$ cat src/rtl/cpu_control_unit.sv
// cpu_control_unit: multi-cycle fetch/decode/execute sequencer for the 4-bit CPU.
// Holds the PC, instruction register, 4x4-bit register file and the Z/N flags.
// It drives a combinational ALU and performs writeback, branch resolution and stores.
// Optional feature: define CPU_CU_HALT_EN so that instruction 0x0F halts the core until reset.
module cpu_control_unit #(
  parameter int PC_W = 4
) (
  input  logic            clk,
  input  logic            rst,
  input  logic            en,
  output logic [PC_W-1:0] imem_addr,
  input  logic [7:0]      imem_rdata,
  output logic [3:0]      alu_op,
  output logic [3:0]      alu_rx,
  output logic [3:0]      alu_ry,
  output logic [3:0]      alu_mem,
  input  logic [3:0]      alu_out,
  input  logic            alu_z,
  input  logic            alu_n,
  output logic [3:0]      dmem_addr,
  output logic            dmem_we,
  output logic [3:0]      dmem_wdata,
  input  logic [3:0]      dmem_rdata,
  output logic [PC_W-1:0] pc,
  output logic            flag_z,
  output logic            flag_n,
  output logic            halted
);

  typedef enum logic [2:0] {
    S_FETCH,
    S_DECODE,
    S_EXEC,
`ifdef CPU_CU_HALT_EN
    S_MEM,
    S_HALT
`else
    S_MEM
`endif
  } state_t;

  typedef enum logic [3:0] {
    OP_NOP = 4'h0, OP_ADD = 4'h1, OP_SUB = 4'h2, OP_AND = 4'h3,
    OP_OR  = 4'h4, OP_XOR = 4'h5, OP_NOT = 4'h6, OP_LSL = 4'h7,
    OP_LSR = 4'h8, OP_JMP = 4'h9, OP_JZ  = 4'hA, OP_JNZ = 4'hB,
    OP_JN  = 4'hC, OP_JNN = 4'hD, OP_LD  = 4'hE, OP_ST  = 4'hF
  } op_t;

  state_t          state, state_next;
  logic [7:0]      ir;
  logic [3:0]      regs [4];
  logic [PC_W-1:0] pc_next;
  logic            ir_load;
  logic            reg_we;
  logic            flag_we;

  op_t             opcode;
  logic [1:0]      rx_idx;
  logic [1:0]      ry_idx;
  logic [PC_W-1:0] pc_inc;
  logic [PC_W-1:0] jump_target;

  assign opcode      = op_t'(ir[7:4]);
  assign rx_idx      = ir[3:2];
  assign ry_idx      = ir[1:0];
  assign pc_inc      = pc + PC_W'(1);
  assign jump_target = PC_W'(alu_out);

  // Datapath taps: operands come straight from the register file, the store data from the ALU.
  assign imem_addr  = pc;
  assign alu_rx     = regs[rx_idx];
  assign alu_ry     = regs[ry_idx];
  assign alu_mem    = dmem_rdata;
  assign dmem_addr  = regs[ry_idx];
  assign dmem_wdata = alu_out;

`ifdef CPU_CU_HALT_EN
  assign halted = (state == S_HALT);
`else
  assign halted = 1'b0;
`endif

  // Next-state, next-pc and write-enable decode for the sequencer.
  always_comb begin
    // NOTE: every output of this block gets a default first, so no path can infer a latch.
    state_next = state;
    pc_next    = pc;
    ir_load    = 1'b0;
    reg_we     = 1'b0;
    flag_we    = 1'b0;
    alu_op     = 4'h0;
    dmem_we    = 1'b0;

    case (state)
      S_FETCH: begin
        if (en) state_next = S_DECODE;
      end

      S_DECODE: begin
        if (en) begin
          ir_load    = 1'b1;
          state_next = S_EXEC;
        end
      end

      S_EXEC: begin
        alu_op = ir[7:4];
        if (en) begin
          state_next = S_FETCH;
          case (opcode)
            OP_ADD, OP_SUB, OP_AND, OP_OR, OP_XOR, OP_NOT, OP_LSL, OP_LSR: begin
              reg_we  = 1'b1;
              flag_we = 1'b1;
              pc_next = pc_inc;
            end
            OP_NOP: begin
`ifdef CPU_CU_HALT_EN
              if (ir == 8'h0F) state_next = S_HALT;
              else             pc_next    = pc_inc;
`else
              pc_next = pc_inc;
`endif
            end
            OP_JMP: pc_next = jump_target;
            OP_JZ:  pc_next = flag_z  ? jump_target : pc_inc;
            OP_JNZ: pc_next = !flag_z ? jump_target : pc_inc;
            OP_JN:  pc_next = flag_n  ? jump_target : pc_inc;
            OP_JNN: pc_next = !flag_n ? jump_target : pc_inc;
            OP_LD:  state_next = S_MEM;
            OP_ST: begin
              dmem_we = 1'b1;
              pc_next = pc_inc;
            end
            default: state_next = S_FETCH;
          endcase
        end
      end

      S_MEM: begin
        alu_op = OP_LD;
        if (en) begin
          reg_we     = 1'b1;
          flag_we    = 1'b1;
          pc_next    = pc_inc;
          state_next = S_FETCH;
        end
      end

`ifdef CPU_CU_HALT_EN
      S_HALT: state_next = S_HALT;
`endif

      default: state_next = S_FETCH;
    endcase

    // A reset edge must never coincide with a store.
    if (rst) dmem_we = 1'b0;
  end

  // Architectural state: state register, pc, ir, register file and flags.
  always_ff @(posedge clk) begin
    if (rst) begin
      state  <= S_FETCH;
      pc     <= '0;
      ir     <= 8'h00;
      flag_z <= 1'b0;
      flag_n <= 1'b0;
      // NOTE: the register file is architecturally visible after reset, so it is cleared here
      // rather than left to power-up contents.
      for (int i = 0; i < 4; i++) regs[i] <= 4'h0;
    end else begin
      // NOTE: all state updates here are non-blocking so every register samples pre-edge values.
      state <= state_next;
      pc    <= pc_next;
      if (ir_load) ir <= imem_rdata;
      if (reg_we)  regs[rx_idx] <= alu_out;
      if (flag_we) begin
        flag_z <= alu_z;
        flag_n <= alu_n;
      end
    end
  end

endmodule

$ cat config.mk
export PLATFORM = sky130hd
export DESIGN_NAME = cpu_control_unit
export DESIGN_NICKNAME = d
export VERILOG_FILES = /design/src/rtl/cpu_control_unit.sv
export SDC_FILE = /design/constraint.sdc
export NUM_CORES = 1
export LEC_CHECK = 0
export BUFFER_PORTS_ARGS = -buffer_cell sky130_fd_sc_hd__buf_2
export CAP_MARGIN = 10
export CORE_MARGIN = 5
export CORE_UTILIZATION = 50
export CTS_BUF_LIST = sky130_fd_sc_hd__clkbuf_8
export CTS_CLUSTER_SIZE = 28
export DETAILED_ROUTE_END_ITERATION = 6
export PLACE_DENSITY = 0.77
export SYNTH_ARGS = -nofsm -noshare
export SYNTH_HDL_FRONTEND = slang
export SYNTH_SLANG_ARGS = --single-unit
$ cat constraint.sdc
create_clock -name clk -period 5.17 [get_ports clk]
set_input_delay 1.034 -clock clk [delete_from_list [all_inputs] [get_ports clk]]
set_output_delay 1.034 -clock clk [all_outputs]
set_load 0.03 [all_outputs]
Word-level counts from Yosys, hierarchy flattened:

Memory sizes are Yosys's and may differ from the RTL's. A register that Yosys moved wholly into a read port is not among the register bits.
Index checks and enable logic that the tools add are counted.

* bits in writable memories: 16
* logic and storage cells: 74
* memories: 1
* bits in registers: 17
* input port bits: 21
* output and inout bits: 36

* equality and inequality tests: 23
* reduce and logical (&&, ||, !) cells: 8
* muxes and demuxes: 36
* $add $sub $neg: 1

Memory list
* regs: depth 4, width 4, rd ports 2, clocked after Yosys merged registers in 2, wr ports 4, RTL line 51 `logic [3:0] regs [4];`

Operators by type and width (count)
* 4-bit equality test, second input constant: 8
* 4-bit two-way mux: 7
* 4-bit one-hot mux with 6 select lines: 1
* 4-bit by 3-bit equality test with 1-bit output, second input constant: 4
* 4-bit one-hot mux with 2 select lines: 2
* 1-bit two-way mux: 14
* 2-bit two-way mux: 6
* 3-bit two-way mux: 4
* 3-bit one-hot mux with 4 select lines: 1
* 10-bit OR reduction: 1
* 4-bit by 2-bit equality test with 1-bit output, second input constant: 2
* 2-bit != test, second input constant: 4
* 4-bit AND reduction: 2
* 8-bit OR reduction: 1
* 7-bit by 2-bit != test with 1-bit output, second input constant: 1
* 3-bit by 2-bit equality test with 1-bit output, second input constant: 2
* 4-bit by 1-bit adder with 4-bit output, second input constant: 1
* 4-bit by 1-bit equality test with 1-bit output, second input constant: 1
* 4-bit zero test: 1
* 4-bit OR reduction: 1
* 3-bit by 1-bit equality test with 1-bit output, second input constant: 1
* 3-bit zero test: 1
* 1-bit one-hot mux with 2 select lines: 1
* 2-bit nonzero test: 1

Logic depth before layout (Yosys ltp):

Gate-level depths: netlist of the first run.

* depth in word-level cells: 10
* gate-level depth with buffers: 6
* gate-level depth less buffers: 5

Least setup slack after synthesis of the first run:

OpenSTA, ideal clock, no wires.

* path kind: input -> output
* from: input en
* to: output dmem_we
* slack: 1977 ps
* data required time: 4136 ps
* path buffers: 0
* data arrival time: 2159 ps
* stages: 3
* cell sequence: nand2_1 -> or3_1 -> nor3_1

* word-level cells in the longest chain between the ends: 3

RTL lines
* start, declared: RTL line 10 `input logic en,`
* 1-bit two-way mux: RTL line 108 `if (en) begin`
* 1-bit two-way mux: RTL line 94 `case (state)`
* 1-bit two-way mux: RTL line 157 `if (rst) dmem_we = 1'b0;`
* end, declared: RTL line 21 `output logic dmem_we,`

Every way passes these cells.

Final worst setup path of the first run:

Ends and elaborated chain as after synthesis.

==> results of run 1 <==
## per-layer routing
| metal | part of all wire | vias to the layer above | global-route usage |
|---|---|---|---|
| met5 | 0 | - | 0 |
| met4 | 0.018 | 0 | 0.0594 |
| met3 | 0.081 | 12 | 0.0468 |
| met2 | 0.50 | 59 | 0.258 |
| met1 | 0.40 | 665 | 0.183 |
| li1 | - | 698 | - |
## report_power, final
| part | internal (mW) | switching, mW | total (mW) | leakage (nW) |
|---|---|---|---|---|
| Clock | 0.105 | 0.0910 | 0.196 | 0.0538 |
| Combinational | 0.0295 | 0.0477 | 0.0772 | 0.537 |
| Sequential | 0.307 | 0.0140 | 0.321 | 0.327 |
| Total | 0.441 | 0.153 | 0.594 | 0.918 |
## through the flow
step | worst slack [ns] | cell area, µm² | std cells | hold slack, ns | util
3_5_place_dp | 2.08 | 2100 | 251 | 0.504 | 0.561
2_1_floorplan | 1.98 | 1970 | 181 | 0.467 | -
3_3_place_gp | 2.08 | 2100 | 251 | 0.507 | 0.561
5_1_grt | 1.97 | 2190 | 259 | 0.570 | 0.585
6_report | 2.07 | 2190 | 259 | 0.512 | 0.585
4_1_cts | 2.07 | 2190 | 259 | 0.523 | 0.585
## worst max-delay path, stage by stage
cell and delay, ns:
buf_2 0.15, nand2_1 0.16, or3_1 0.39, nor3_1 0.12
buf_2 0.22
## placed cells by master (no fill, tap or decap), types with 4 or more instances in the layout
master     n
a31oi_1    4
and2_1    13
mux2i_1    9
nand2_1   14
clkbuf_8   6
mux4_2     8
nor2_1    11
inv_1      4
buf_2     47
dfxtp_1   20
a21oi_1    5
nand3_1    8
o21ai_0    6
edfxtp_1  16
## cell usage after synthesis, types with 2 or more instances
library cell / instances / area (µm²)
nand2_1: 14 / 52.6
nor3b_2: 2 / 25.0
a21o_1: 2 / 15.0
o31ai_1: 2 / 15.0
mux2i_1: 9 / 90.1
or3_1: 3 / 18.8
nor3_1: 3 / 15.0
and2_2: 3 / 22.5
nand3_1: 8 / 40.0
or2_1: 3 / 18.8
buf_4: 17 / 128
and2_1: 13 / 81.3
clkbuf_1: 4 / 15.0
dfxtp_1: 20 / 400
o21ai_0: 6 / 30.0
a21oi_1: 5 / 25.0
edfxtp_1: 16 / 480
a31oi_1: 4 / 25.0
inv_1: 2 / 7.51
mux4_2: 8 / 180
nor2_1: 11 / 41.3
o21a_1: 3 / 22.5
nand3b_1: 2 / 15.0
buf_2: 3 / 15.0
## cell type report
| class | count | area [µm²] | share of cell area |
|---|---|---|---|
| repair buffers | 47 | 235 | 0.107 |
| flip-flops and latches | 36 | 881 | 0.402 |
| multi-input cells | 118 | 916 | 0.418 |
| clock buffers | 6 | 82.6 | 0.0377 |
| inverters | 2 | 7.51 | 0.00343 |
| well taps | 48 | 60.1 | 0.0274 |
| clock inverters | 2 | 7.51 | 0.00343 |
## final timing paths
path | from | end | slack (ns) | depth (start not counted)
worst max-delay path | en | dmem_we | 2.07 | 5
worst min-delay path | ir[0]$_SDFFE_PP0P_ | ir[0]$_SDFFE_PP0P_ | 0.51 | 2
worst max register to register | ir[4]$_SDFFE_PP0P_ | regs[2][3]$_SDFFCE_PN0P_ | 3.08 | 5
worst min register to register | ir[0]$_SDFFE_PP0P_ | ir[0]$_SDFFE_PP0P_ | 0.51 | 2
## cell families (layout without fill, tap and decap cells)
| logic type | count (synthesis) | after routing | synth area share |
|---|---|---|---|
| AOI/OAI and AO/OA | 30 | 30 | 0.119 |
| buffers and inverters | 27 | 57 | 0.0894 |
| and+or+nand+nor | 69 | 69 | 0.200 |
| muxes | 17 | 17 | 0.137 |
| other | 1 | 1 | 0.00190 |
| adders and majority gates | 1 | 1 | 0.00634 |
| DFF | 36 | 36 | 0.446 |
==> flow_summary.json, run 1 <==
{
  "numCtsBuffers": 5,
  "h-tree-depth": 2,
  "synth_area_per_cell_um2": 10.9,
  "setup.worst_path.start_class": "primary input",
  "drt-total-wl_um": 3850,
  "worstPathRequired_ns": 4.14,
  "clock_path_buffers": 2,
  "irDropWorstVdd_uv": 139,
  "fp.dieW_um": 72.8,
  "drv_cap": 0,
  "synth-edff-count": 16,
  "drive_gt1_frac": 0.346,
  "syn-num-nets": 203,
  "async_flop_share": 0,
  "ant_nets": 0,
  "cts.repair.resized": 0,
  "first_global_vias": 1370,
  "post_cts_buffers": 0,
  "yosysUniqueCellTypes": 42,
  "grt-ovfl-total": 0,
  "fin_crit_ns": 3.10,
  "grt_pass1_wl_um": 6270,
  "cp_data_arrival_time_ns": 2.06,
  "status": "finished clean",
  "dieArea_um2": 5300,
  "start_util": 0.527,
  "routed_via_density": 5.54,
  "path_clk_slew_ns": 0.06,
  "io_pins": 57,
  "gp_congestion": 0.814,
  "synth_area_um2": 1970,
  "nets": 232,
  "final.setup_skew_ns": 0.00515,
  "min_path_type": "reg2reg",
  "fill_cells": 335,
  "synth_cells": 181,
  "maxSlewViolCount": 0,
  "coreArea_um2": 3740,
  "ys_ff_latch": 36,
  "leakagePower_nw": 0.918,
  "cts.sinks": 36,
  "drt_pass1_iterations": 4,
  "worstMarginPinSlew_ns": 0.552,
  "grt_max_degree": 22,
  "area_growth_pct": 11.0,
  "setup-tns-final_ns": 0,
  "num_vias": 1434,
  "grt.total_usage": 0.153,
  "cts_hold_repair.buffers": 0,
  "max_freq_mhz": 323,
  "first_iter_violations": 55,
  "port_buffers": 47,
  "critPathKind": "in2out",
  "synthFlopType": "dfxtp_1",
  "core.rowCount": 22,
  "drc_errors": 0,
  "clock_latency_ns": 0.28,
  "slew_headroom": 0.631,
  "setup_viol": 0,
  "cts_root_buf": "clkbuf_8",
  "hold_viol_final": 0,
  "antenna_cells": 0,
  "yosysWarnings": 0,
  "powerDensity_nw_per_um2": 271,
  "finalCritPeriodShare": 0.599,
  "antenna_found_initial": 0,
  "p_total_uw": 594,
  "rsz0062_at_grt": "false",
  "cp-end-kind": "output port",
  "place_hpwl_um": 2950,
  "cp_max_fo": 7,
  "cts_tree": "built",
  "wire_per_inst_um": 14.9,
  "yosysSeqAreaShare": 0.446,
  "die_h_um": 72.8
}
(Power assumes the default switching activity.)
==> inputs of run 2 (changes only) <==
--- a/config.mk
+++ b/config.mk
@@ -8,11 +8,11 @@
 export BUFFER_PORTS_ARGS = -buffer_cell sky130_fd_sc_hd__buf_2
 export CAP_MARGIN = 10
 export CORE_MARGIN = 5
-export CORE_UTILIZATION = 50
+export CORE_UTILIZATION = 48
 export CTS_BUF_LIST = sky130_fd_sc_hd__clkbuf_8
 export CTS_CLUSTER_SIZE = 28
 export DETAILED_ROUTE_END_ITERATION = 6
-export PLACE_DENSITY = 0.77
+export PLACE_DENSITY = 0.78
 export SYNTH_ARGS = -nofsm -noshare
 export SYNTH_HDL_FRONTEND = slang
 export SYNTH_SLANG_ARGS = --single-unit
==> constraint.sdc (replaced) <==
create_clock -name clk -period 2.8 [get_ports clk]
set_input_delay 0.56 -clock clk [delete_from_list [all_inputs] [get_ports clk]]
set_output_delay 0.56 -clock clk [all_outputs]
set_load 0.03 [all_outputs]
==> flow_summary.json, run 2 (same netlist as run 1, synthesis figures left out) <==
{
  "reg2reg_setup_slack_ns": 0.71,
  "fill_cells": 365,
  "first_iter_violations": 58,
  "ant_nets": 0,
  "grt_pass1_wl_um": 6240,
  "drc_errors": 0,
  "irDropWorstVdd_uv": 327,
  "final_common_cell": "buf_2",
  "cts.sinks": 36,
  "setup_slack_ns": 0.372,
  "drt_pass1_iterations": 4,
  "h-tree-depth": 2,
  "place_hpwl_um": 2970,
  "finalCritPeriodShare": 0.867,
  "min_path_type": "in2reg",
  "gp_congestion": 0.848,
  "setup.worst_path.start_class": "flip-flop",
  "fin_crit_ns": 2.43,
  "cp_max_fo": 10,
  "final-seq-area_um2": 881,
  "leakagePower_nw": 0.915,
  "powerDensity_nw_per_um2": 504,
  "place_ws_ns": 0.632,
  "die_h_um": 74.1,
  "grt-ovfl-total": 0,
  "status": "finished clean",
  "setup-tns-final_ns": 0,
  "antenna_found_initial": 0,
  "rsz0062_at_grt": "false",
  "multi_input_area_um2": 916,
  "hold-path-endpoint": "ir[7]$_SDFFE_PP0P_",
  "max_freq_mhz": 412,
  "clock_latency_ns": 0.28,
  "reg2reg_depth": 5,
  "nets": 232,
  "cp_data_arrival_time_ns": 1.87,
  "wire_per_inst_um": 15.0,
  "hold_viol_final": 0,
  "drv_cap": 0,
  "post_cts_buffers": 0,
  "r2r_start": "ir[4]$_SDFFE_PP0P_",
  "first_global_vias": 1313,
  "grt.total_usage": 0.148,
  "io_pins": 57,
  "worstPathRequired_ns": 2.24,
  "setup_viol": 0,
  "num_vias": 1434,
  "grt_max_degree": 22,
  "drt-total-wl_um": 3930,
  "path_clk_slew_ns": 0.07,
  "hold_ws_ns": 0.508,
  "cts_tree": "built",
  "core.rowCount": 23,
  "area_growth_pct": 11.1,
  "dieArea_um2": 5490,
  "worstMarginPinSlew_ns": 0.590,
  "critPathKind": "reg2out",
  "start_util": 0.493,
  "antenna_cells": 0,
  "cp-end-kind": "output port",
  "cts.repair.resized": 0,
  "coreArea_um2": 4000,
  "layout_common_cells": "47 x buf_2, 20 x dfxtp_1, 16 x edfxtp_1",
  "min_path_cells": 3,
  "clock_path_buffers": 2,
  "drive_gt1_frac": 0.346,
  "final.setup_skew_ns": 0.0108,
  "maxSlewViolCount": 0,
  "port_buffers": 47,
  "slew_headroom": 0.605,
  "min_from": "imem_rdata[7]",
  "cts_root_buf": "clkbuf_8",
  "worstReg2RegEnd": "regs[2][0]$_SDFFCE_PN0P_",
  "fp.dieW_um": 74.1,
  "numCtsBuffers": 5,
  "cts_hold_repair.buffers": 0,
  "routed_via_density": 5.49
}
run 2: cell count changes in the layout (fill, tap and decap cells not counted):
cell,previous run,this run
clkinv_1,0,1
inv_1,4,3
run 2: routing by layer:
| metal | wire length [µm] | track usage |
|---|---|---|
| met1 | 1670 | 0.184 |
| met2 | 1920 | 0.254 |
| met3 | 290 | 0.0392 |
| met4 | 47 | 0.0423 |
| met5 | 0 | 0 |
run 2: layout make-up:
type | count | area share
inverter | 2 | 0.00342
timing repair buffer | 47 | 0.107
clock inverter | 2 | 0.00342
multi-input combinational | 118 | 0.418
sequential | 36 | 0.402
clock buffer | 6 | 0.0377
tap | 50 | 0.0285
run 2: metrics by stage:
| stage | power, mW | util | cell area (µm²) | cells |
|---|---|---|---|---|
| after detailed placement | 0.749 | 0.525 | 2100 | 253 |
| after CTS | 1.11 | 0.548 | 2190 | 261 |
| after global routing | 1.15 | 0.548 | 2190 | 261 |
| final | 1.10 | 0.548 | 2190 | 261 |
| after floorplan | 0.726 | - | 1970 | 181 |
| after global placement | 0.746 | 0.525 | 2100 | 253 |
run 2: worst max path at each step:
stage | from | endpoint | slack (ns) | depth (start not counted)
6_report | ir[7]$_SDFFE_PP0P_ | dmem_we | 0.37 | 4
5_1_grt | ir[7]$_SDFFE_PP0P_ | dmem_we | 0.28 | 4
4_1_cts | ir[7]$_SDFFE_PP0P_ | dmem_we | 0.40 | 4
3_5_place_dp | en | dmem_we | 0.63 | 5
3_3_place_gp | en | dmem_we | 0.66 | 5
2_1_floorplan | state[1]$_SDFFE_PP0P_ | dmem_we | 0.47 | 4
run 2: worst max-delay path, stage by stage (launching register included):
cell	delay, ns
dfxtp_1	0.57
nand3_1	0.28
or3_1	0.37
nor3_1	0.13
buf_2	0.22
run 2: where the power goes:
part | leakage (nW) | switching (mW) | total [mW] | internal (mW)
Sequential | 0.327 | 0.0263 | 0.593 | 0.566
Clock | 0.0500 | 0.174 | 0.368 | 0.193
Combinational | 0.537 | 0.0889 | 0.143 | 0.0545
Total | 0.915 | 0.290 | 1.10 | 0.814
